[src/rtl/regfile_wb_arbiter.sv]
// regfile_wb_arbiter
//
// Writeback controller for the 32x32 integer register file. The execute
// pipeline and the load unit share the single write port through a two-way
// round-robin arbiter with valid/ready handshakes. The winning write is
// registered for one cycle before it reaches the file. A 32-bit scoreboard
// tracks destinations with outstanding loads so the issue stage can stall.
//
// Arbitration pointer states:
//   state  | meaning
//   FAV_EX | execute wins the next tie
//   FAV_LD | load wins the next tie (reset state)
//
// Ports:
//   clk, rst                     clock, synchronous active-high reset
//   ex_valid/ex_ready/ex_rd/ex_value   execute result handshake
//   ld_valid/ld_ready/ld_rd/ld_value   load data handshake
//   issue_load, issue_rd         load dispatch, marks issue_rd pending
//   q_rs1, q_rs2, q_rd           scoreboard queries
//   rs1_busy, rs2_busy, rd_busy  pending status of the queried registers
//   wen, rd_addr, rd_value       registered register-file write port

module regfile_wb_arbiter (
    input  logic        clk,
    input  logic        rst,
    input  logic        ex_valid,
    output logic        ex_ready,
    input  logic [4:0]  ex_rd,
    input  logic [31:0] ex_value,
    input  logic        ld_valid,
    output logic        ld_ready,
    input  logic [4:0]  ld_rd,
    input  logic [31:0] ld_value,
    input  logic        issue_load,
    input  logic [4:0]  issue_rd,
    input  logic [4:0]  q_rs1,
    input  logic [4:0]  q_rs2,
    input  logic [4:0]  q_rd,
    output logic        rs1_busy,
    output logic        rs2_busy,
    output logic        rd_busy,
    output logic        wen,
    output logic [4:0]  rd_addr,
    output logic [31:0] rd_value
);

    typedef enum logic {
        FAV_EX = 1'b0,
        FAV_LD = 1'b1
    } fav_t;

    fav_t        fav_q;
    fav_t        fav_d;
    logic        ex_xfer;
    logic        ld_xfer;
    logic [31:0] pending_q;
    logic [31:0] pending_d;

    always_ff @(posedge clk) begin
        if (rst) begin
            fav_q <= FAV_LD;
        end else begin
            fav_q <= fav_d;
        end
    end

    // Grant and next pointer. Whoever wins hands priority to the other side,
    // which covers both the single-requester and the tie cases.
    always_comb begin
        ex_ready = 1'b0;
        ld_ready = 1'b0;
        fav_d    = fav_q;
        if (!rst) begin
            if (ex_valid && ld_valid) begin
                if (fav_q == FAV_LD) begin
                    ld_ready = 1'b1;
                end else begin
                    ex_ready = 1'b1;
                end
            end else begin
                ex_ready = ex_valid;
                ld_ready = ld_valid;
            end
        end
        if (ex_ready) begin
            fav_d = FAV_LD;
        end else if (ld_ready) begin
            fav_d = FAV_EX;
        end
    end

    assign ex_xfer = ex_valid && ex_ready;
    assign ld_xfer = ld_valid && ld_ready;

    // Writes to x0 complete the handshake but never reach the file, and the
    // address/data registers keep their last values.
    always_ff @(posedge clk) begin
        if (rst) begin
            wen      <= 1'b0;
            rd_addr  <= 5'd0;
            rd_value <= 32'd0;
        end else begin
            wen <= 1'b0;
            if (ex_xfer && (ex_rd != 5'd0)) begin
                wen      <= 1'b1;
                rd_addr  <= ex_rd;
                rd_value <= ex_value;
            end else if (ld_xfer && (ld_rd != 5'd0)) begin
                wen      <= 1'b1;
                rd_addr  <= ld_rd;
                rd_value <= ld_value;
            end
        end
    end

    // Clear is applied before set so a load dispatched to the same register
    // that is retiring this cycle keeps the bit pending.
    always_comb begin
        pending_d = pending_q;
        if (ld_xfer) begin
            pending_d[ld_rd] = 1'b0;
        end
        if (issue_load) begin
            pending_d[issue_rd] = 1'b1;
        end
        pending_d[0] = 1'b0;
    end

    always_ff @(posedge clk) begin
        if (rst) begin
            pending_q <= 32'd0;
        end else begin
            pending_q <= pending_d;
        end
    end

    assign rs1_busy = pending_q[q_rs1];
    assign rs2_busy = pending_q[q_rs2];
    assign rd_busy  = pending_q[q_rd];

endmodule

[config.mk]
export PLATFORM = sky130hd
export DESIGN_NAME = regfile_wb_arbiter
export DESIGN_NICKNAME = d
export VERILOG_FILES = /design/src/rtl/regfile_wb_arbiter.sv
export SDC_FILE = /design/constraint.sdc
export NUM_CORES = 1
export LEC_CHECK = 0
export ABC_AREA = 1
export CAP_MARGIN = 20
export CELL_PAD_IN_SITES_DETAIL_PLACEMENT = 1
export CELL_PAD_IN_SITES_GLOBAL_PLACEMENT = 1
export CORE_MARGIN = 2
export CORE_UTILIZATION = 34
export DETAILED_ROUTE_END_ITERATION = 12
export PLACE_DENSITY = 0.95
export REMOVE_ABC_BUFFERS = 1
export SLEW_MARGIN = 20
export SYNTH_ARGS = -nofsm -noshare
export SYNTH_HDL_FRONTEND = slang
export SYNTH_SLANG_ARGS = --single-unit
[constraint.sdc]
create_clock -name clk -period 2.3 [get_ports clk]
set_clock_uncertainty 0.2 [all_clocks]
set_input_delay 0.23 -clock clk [delete_from_list [all_inputs] [get_ports clk]]
set_output_delay 0.23 -clock clk [all_outputs]
set_load 0.02 [all_outputs]
==> results of run 1 <==
-- placed cells by master (no fill, tap or decap), types with 2 or more instances in the layout --
master | netlist | routed
nand3_1 | 148 | 148
nand3b_1 | 27 | 27
nand2_1 | 206 | 205
buf_4 | 3 | 26
nor2_1 | 23 | 23
inv_1 | 70 | 70
clkinv_2 | 0 | 2
a21oi_1 | 62 | 62
nand2_2 | 1 | 2
dfxtp_1 | 70 | 70
nor3_1 | 9 | 9
clkbuf_16 | 0 | 9
clkdlybuf4s50_1 | 0 | 136
o21ai_0 | 39 | 39
clkbuf_2 | 0 | 3
buf_12 | 0 | 4
clkbuf_8 | 0 | 3
-- layer usage --
metal | vias up | track usage
met4 | 0 | 0.1553
met2 | 277 | 0.5422
met1 | 2756 | 0.3674
li1 | 2592 | -
met3 | 70 | 0.07109
met5 | - | 0
-- power by group through the flow --
stage	registers, uW	logic, uW	clock network, uW
floorplan	1390	291	0
global placement	1340	814	0
detailed placement	1340	845	0
CTS	1320	867	1360
global route	1320	944	1410
finish	1320	875	1350
-- through the flow --
stage          cells  TNS [ps]
3_5_place_dp    1007    -643.0
4_1_cts         1023         0
5_1_grt         1023         0
2_1_floorplan    663    -56470
3_3_place_gp    1007    -570.1
6_report        1023         0
-- worst min-delay path by stage --
stage	cells past startpoint	to
after floorplan	1	pending_q[10]$_SDFF_PP0_
after global placement	2	pending_q[4]$_SDFF_PP0_
after detailed placement	2	pending_q[4]$_SDFF_PP0_
after CTS	3	fav_q$_SDFFE_PP1P_
after global routing	3	fav_q$_SDFFE_PP1P_
final	3	fav_q$_SDFFE_PP1P_
-- repair_timing --
action	in CTS	in global routing
setup endpoints to repair	4	3
gates resized for setup	4	7
pin swaps	0	0
-- state kept, by name, indices dropped and copies added (netlist names) --
register,count
rd_value,32
pending_q,31
rd_addr,5
fav_q,1
wen,1
-- cell families after synthesis --
family          after synthesis  share of synthesized area
buf+inv                     111                     0.1130
flops                        70                     0.3254
simple gates                416                     0.4335
compound gates              106                     0.1281
-- final cells by class --
| type | instances | share of cell area |
|---|---|---|
| inverter | 71 | 0.04290 |
| clock buffer | 13 | 0.04310 |
| sequential | 70 | 0.2235 |
| tap | 172 | 0.03432 |
| clock inverter | 3 | 0.002793 |
| timing repair buffer | 172 | 0.2674 |
| multi-input combinational | 522 | 0.3861 |
-- worst max-delay path, stage by stage --
cell,delay [ps]
clkdlybuf4s50_1,550
nand2_1,110
a21oi_4,220
clkdlybuf4s50_1,650
==> impl_metrics.yaml, run 1 <==
outcome:
  status: "finished clean"
route:
  drc_errors: 0
  drt_wl_total_um: 20620
  viasPerCell: 5.567
  vias: 5695
  first_iter_violations: 420
  wl_per_cell_um: 20.16
  wl_met3_um: 1576
  m1WireLength_um: 8044
  antenna_left: 0
  routed.top_layer: "met4"
  dr.pass1.iters: 5
  wl_met2_um: 10150
logic_synthesis:
  yosysTopAreaCell: "dfxtp_1"
  async_flop_share: 0
  synth_edf_count: 0
  synth_area_per_cell_sq_um: 6.126
  synth.yosys.seq_area_share: 0.3254
  syn_inst: 703
  synthTopCellsByCount: "206 x nand2_1, 148 x nand3_1, 70 x dfxtp_1, 70 x inv_1, 62 x a21oi_1"
  synth_cell_types: 22
  synth.ff_latch_count: 70
  yosysMostFrequentCell: "nand2_1"
  synth.area.top_cells: "dfxtp_1 33%, nand2_1 18%, nand3_1 17%"
  synth_ff_type: "dfxtp_1"
  netlist_area_sq_mm: 0.004307
  yosysWarnings: 0
  synth_top_area_frac: 0.3254
place:
  gp_congestion: 0.9824
  place_ws_ps: -253.2
  place_hpwl_um: 13900
  port_buffers: 141
  dpl-instance-area_sq_mm: 0.005996
setup_path:
  start_kind: "input port"
  critical_path.startpoint: "ld_valid"
  path_max_fanout: 7
  cp-end-kind: "output pin"
  r2r_slack_ps: 380
  worstRegToRegCells: 7
  worstPathRequired_ps: 1870
  critPathArrivalTime_ps: 1770
  crit_type: "in -> out"
  endpoint: "ld_ready"
  rr_startpoint: "fav_q$_SDFFE_PP1P_"
  reg2reg_to: "rd_addr[2]$_SDFFE_PP0P_"
hold_path:
  worstHoldPathType: "in -> reg"
  hold_path.startpoint: "rst"
run:
  cap_violations: 0
cells_and_area:
  syn2layout_area_growth_pct: 45.61
  fill_cells: 1656
  antenna_cells: 0
  design_area_sq_mm: 0.006271
  drive_gt1_frac: 0.06698
  regArea_sq_mm: 0.001401
  final_nets: 945
  postLayoutCoreUtil: 0.5010
  multi_input_area_sq_mm: 0.002421
timing:
  tightest_slew_ps: 696.9
  grt_setup_unrepaired: "false"
  finalCriticalPeriod_ps: 2200
  period_share: 0.9563
  finalMaxSlewViolations: 0
  slew_headroom: 0.5354
  setup_slack_ps: 100.5
  whs_ps: 22.67
  setup_viol: 0
  hold_violations: 0
  fmax_ghz: 0.4546
cts:
  root_buffer: "clkbuf_16"
  cts_hold_buf: 0
  insertion_delay_ps: 340
  cts_made_buffers: 9
  clk_pin_slew_ps: 60
  clockBufferDepth: 2
  cts_tree: "done"
  cts_setup_buffers: 0
  htree_levels: 3
  numClockSinks: 70
power_and_ir_drop:
  p_sw_uw: 1057
  p_sw_frac: 0.2983
  power_uw: 3544
  leakagePower_uw: 0.002622
  seq_power_share: 0.372
  combPwrFrac: 0.247
  clkPwrFrac: 0.381
  ir_drop_v: 0.0004857
  p_int_uw: 2487
  power_density_mw_per_mm2: 565.1
grt:
  grt_antenna_before_repair: 0
  grt_pass1_wl_um: 32680
  globalRouteTotalUtil: 0.3142
  overflow: 0
  grt_pass1_vias: 6106
  grt_max_degree: 63
floorplan:
  die_w_um: 116.5
  fp.dieArea_sq_mm: 0.01358
  initial_utilization: 0.3441
  num_rows: 41
  die_h_um: 116.5
  pin_count: 142
  core_area_sq_mm: 0.01252
Power figures use the tool's default switching activity.
==> inputs of run 2 (changes only) <==
--- a/config.mk
+++ b/config.mk
@@ -9,10 +9,10 @@
 export CAP_MARGIN = 20
 export CELL_PAD_IN_SITES_DETAIL_PLACEMENT = 1
 export CELL_PAD_IN_SITES_GLOBAL_PLACEMENT = 1
-export CORE_MARGIN = 2
 export CORE_UTILIZATION = 34
 export DETAILED_ROUTE_END_ITERATION = 12
 export PLACE_DENSITY = 0.95
+export RECOVER_POWER = 50
 export REMOVE_ABC_BUFFERS = 1
 export SLEW_MARGIN = 20
 export SYNTH_ARGS = -nofsm -noshare
==> impl_metrics.yaml, run 2 (synthesis gave the netlist of run 1 again) <==
outcome:
  status: "finished clean"
floorplan:
  die_w_um: 114.5
  num_rows: 40
  pin_count: 142
  core_area_sq_mm: 0.01216
  initial_utilization: 0.3541
  fp.dieArea_sq_mm: 0.01312
  die_h_um: 114.5
power_and_ir_drop:
  power_density_mw_per_mm2: 553.5
  leakagePower_uw: 0.002725
  ir_drop_v: 0.0004333
timing:
  slew_headroom: 0.5346
  setup_slack_ps: 74.93
  fin_setup_tns_ps: 0
  tightest_slew_ps: 698.1
  hold_violations: 0
  setup_viol: 0
  period_share: 0.9674
  whs_ps: 51.75
  fmax_ghz: 0.4494
  finalMaxSlewViolations: 0
  finalCriticalPeriod_ps: 2225
  grt_setup_unrepaired: "false"
setup_path:
  worstPathRequired_ps: 1870
  worstRegToRegCells: 6
  reg2reg_to: "rd_value[21]$_SDFFE_PP0P_"
  critPathArrivalTime_ps: 1800
  crit_type: "in -> out"
  critical_path.startpoint: "ld_valid"
  endpoint: "ld_ready"
  path_max_fanout: 7
  start_kind: "input port"
  cp-end-kind: "output pin"
  rr_startpoint: "fav_q$_SDFFE_PP1P_"
  r2r_slack_ps: 370
grt:
  grt_max_degree: 63
  grt_antenna_before_repair: 0
  overflow: 0
  globalRouteTotalUtil: 0.3312
  grt_pass1_vias: 6072
  grt_pass1_wl_um: 32620
place:
  place_ws_ps: -225.2
  port_buffers: 141
  gp_congestion: 0.9500
  place_hpwl_um: 13940
cts:
  htree_levels: 3
  clk_pin_slew_ps: 50
  cts_tree: "done"
  insertion_delay_ps: 330
  cts_setup_buffers: 0
  cts_made_buffers: 9
  cts_hold_buf: 0
  clockBufferDepth: 2
  root_buffer: "clkbuf_16"
  numClockSinks: 70
cells_and_area:
  regMostFlops: "rd_value"
  final_common_cell: "nand2_1"
  antenna_cells: 0
  drive_gt1_frac: 0.06455
  largest_reg_flops: 32
  final_nets: 948
  syn2layout_area_growth_pct: 44.92
  largestRegisters: "rd_value: 32 flops, pending_q: 31 flops, rd_addr: 5 flops"
  fill_cells: 1590
  layout_common_cells: "205 x nand2_1, 148 x nand3_1, 97 x clkdlybuf4s50_1"
hold_path:
  hold_path.startpoint: "rst"
  worstHoldPathType: "in -> reg"
run:
  cap_violations: 0
route:
  dr.pass1.iters: 6
  viasPerCell: 5.573
  first_iter_violations: 389
  drc_errors: 0
  antenna_left: 0
  wl_per_cell_um: 20.52
  vias: 5684
  drt_wl_total_um: 20930
run 2: critical path: stages:
cell	delay, ps
clkdlybuf4s50_1	560
nand2_1	120
a21oi_4	210
clkdlybuf4s50_1	670
run 2: metrics by stage:
stage                     cell area [sq um]  instances  total power [uW]  utilization
final                                  6241       1020              3455       0.5132
after global routing                   6241       1020              3580       0.5132
after CTS                              6254       1020              3488       0.5142
after detailed placement               6001       1006              2186       0.4934
after global placement                 6001       1006              2149       0.4934
after floorplan                        4089        663              1682            -
run 2: final cells by class:
| type | count | area [sq um] | share of cell area |
|---|---|---|---|
| clock buffer | 12 | 246.5 | 0.03949 |
| multi-input combinational | 522 | 2421 | 0.3879 |
| tap | 168 | 210.2 | 0.03368 |
| clock inverter | 2 | 10.01 | 0.001604 |
| inverter | 71 | 269.0 | 0.04310 |
| timing repair buffer | 175 | 1683 | 0.2696 |
| sequential | 70 | 1401 | 0.2245 |
run 2: power by group:
part	switching (uW)	internal [uW]
registers	43.0	1270
logic	484	378
clock network	531	744
total	1060	2400
run 2: timing repair:
action,4_1_cts,5_1_grt
endpoints found under the setup margin,3,4
pin swaps,0,0
gates resized for setup,3,8
run 2: worst min path at each step:
stage | cells past startpoint | endpoint | slack (ps)
floorplan | 1 | pending_q[10]$_SDFF_PP0_ | 100
global placement | 2 | pending_q[5]$_SDFF_PP0_ | 260
detailed placement | 2 | pending_q[5]$_SDFF_PP0_ | 270
CTS | 3 | fav_q$_SDFFE_PP1P_ | 50
global route | 3 | fav_q$_SDFFE_PP1P_ | 70
finish | 3 | fav_q$_SDFFE_PP1P_ | 50
run 2: per-layer routing:
metal / routed length [um] / up-vias / track usage / share of wire
met3: 1531 / 85 / 0.08100 / 0.073
met2: 10320 / 293 / 0.5786 / 0.49
li1: - / 2596 / - / -
met5: 0 / - / 0 / 0
met4: 1175 / 0 / 0.2113 / 0.056
met1: 7903 / 2710 / 0.3583 / 0.38
==> inputs of run 3 (changes only) <==
--- a/config.mk
+++ b/config.mk
@@ -11,9 +11,11 @@
 export CELL_PAD_IN_SITES_GLOBAL_PLACEMENT = 1
 export CORE_UTILIZATION = 34
 export DETAILED_ROUTE_END_ITERATION = 12
+export HOLD_SLACK_MARGIN = 0.08
 export PLACE_DENSITY = 0.95
 export RECOVER_POWER = 50
 export REMOVE_ABC_BUFFERS = 1
+export SETUP_SLACK_MARGIN = 0.3
 export SLEW_MARGIN = 20
 export SYNTH_ARGS = -nofsm -noshare
 export SYNTH_HDL_FRONTEND = slang
==> impl_metrics.yaml, run 3 (synthesis gave the netlist of run 1 again) <==
outcome:
  status: "finished clean"
grt:
  grt_pass1_wl_um: 32730
  grt_pass1_vias: 6086
  globalRouteTotalUtil: 0.3319
  grt_max_degree: 63
  overflow: 0
  grt_antenna_before_repair: 1
timing:
  slew_headroom: 0.5301
  tightest_slew_ps: 704.8
  setup_viol: 0
  finalCriticalPeriod_ps: 2084
  finalMaxSlewViolations: 0
  period_share: 0.9062
  grt_setup_unrepaired: "true"
  fmax_ghz: 0.4798
  hold_violations: 0
  setup_slack_ps: 215.7
cts:
  cts_tree: "done"
  insertion_delay_ps: 340
  clockBufferDepth: 2
  root_buffer: "clkbuf_16"
  numClockSinks: 70
  clk_pin_slew_ps: 50
  cts_made_buffers: 9
  htree_levels: 3
cells_and_area:
  fill_cells: 1595
  largest_reg_flops: 32
  drive_gt1_frac: 0.08548
  postLayoutCoreUtil: 0.5189
  final_nets: 950
  layout_common_cells: "205 x nand2_1, 147 x nand3_1, 90 x clkdlybuf4s50_1"
  multi_input_area_sq_mm: 0.002434
  final_common_cell: "nand2_1"
  largestRegisters: "rd_value: 32 flops, pending_q: 31 flops, rd_addr: 5 flops"
  regMostFlops: "rd_value"
  syn2layout_area_growth_pct: 46.54
  design_area_sq_mm: 0.006311
  final_cells: 1023
  regArea_sq_mm: 0.001420
power_and_ir_drop:
  leakagePower_uw: 0.002761
  power_uw: 3486
  clkPwrFrac: 0.369
  p_sw_frac: 0.3117
  combPwrFrac: 0.253
  p_int_uw: 2399
  ir_drop_v: 0.0004440
  p_sw_uw: 1087
  power_density_mw_per_mm2: 552.4
  seq_power_share: 0.378
route:
  antenna_left: 0
  wl_per_cell_um: 21.57
  viasPerCell: 5.613
  drc_errors: 0
  first_iter_violations: 408
  dr.pass1.iters: 5
  vias: 5742
  drt_wl_total_um: 22070
setup_path:
  crit_type: "in -> reg"
  path_max_fanout: 19
  worstPathRequired_ps: 2320
  start_kind: "input port"
  critPathArrivalTime_ps: 2110
  cp-end-kind: "flop"
floorplan:
  num_rows: 40
  die_w_um: 114.5
  core_area_sq_mm: 0.01216
  die_h_um: 114.5
  fp.dieArea_sq_mm: 0.01312
  pin_count: 142
  initial_utilization: 0.3541
place:
  place_hpwl_um: 13940
  dp_cells: 1006
  dpl-instance-area_sq_mm: 0.006001
  place_ws_ps: -225.2
  port_buffers: 141
  gp_congestion: 0.9500
run:
  cap_violations: 0
hold_path:
  worstHoldPathType: "in -> reg"
[run 3: cell count changes in the layout (fill, tap and decap cells not counted), sizes merged]
cell | previous run | this run
inv | 71 | 70
clkbuf | 17 | 15
clkdlybuf4s50 | 97 | 90
diode | 0 | 1
dlymetal6s2s | 1 | 3
buf | 33 | 35
clkinvlp | 0 | 1
dlygate4sd2 | 0 | 7
[run 3: stage by stage]
step	hold slack (ps)	TNS, ps
finish	108.9	0
global placement	259.5	-517.6
detailed placement	273.6	-601.6
CTS	105.4	0
floorplan	99.07	-56470
global route	115.3	0
[run 3: metal layers]
layer,track usage,share of wire
met4,0.2026,0.055
met5,0,0
met2,0.5855,0.50
met3,0.08047,0.076
met1,0.3584,0.37
[run 3: cell type report]
class,instances,share of cell area
Antenna cell,1,0.0003965
Clock buffer,12,0.03906
Clock inverter,2,0.001586
Inverter,71,0.04282
Multi-Input combinational cell,522,0.3856
Sequential cell,70,0.2250
Tap cell,168,0.03331
Timing Repair Buffer,177,0.2722
[run 3: timing repair]
| item | CTS | global route |
|---|---|---|
| endpoints found under the setup margin | 6 | 28 |
| pin swaps | 0 | 1 |
| resized for setup | 25 | 23 |
| setup buffers | 0 | 0 |
| hold endpoints to repair | 1 | 0 |
| hold buffers | 2 | 0 |
[run 3: power by group through the flow]
stage	Sequential, uW	Clock [uW]	Combinational (uW)
after floorplan	1390	0	291
final	1320	1290	880
after global routing	1320	1350	935
after CTS	1320	1290	880
after global placement	1340	0	813
after detailed placement	1340	0	845
[run 3: critical path, cell delays in order]
cell and delay, ps:
dlygate4sd3_1 600, inv_1 160, nand3_2 180, o21ai_2 300, nand2_2 100, buf_4 220, o21ai_0 250, nor2_1 70
[run 3: final timing paths]
check	startpoint	endpoint	slack (ps)	cells past startpoint
worst max register to register	fav_q$_SDFFE_PP1P_	rd_value[10]$_SDFFE_PP0P_	360	7
worst min-delay path	ld_valid	fav_q$_SDFFE_PP1P_	110	2
worst max-delay path	ld_rd[2]	rd_value[3]$_SDFFE_PP0P_	220	8
worst min register to register	pending_q[5]$_SDFF_PP0_	pending_q[5]$_SDFF_PP0_	280	2
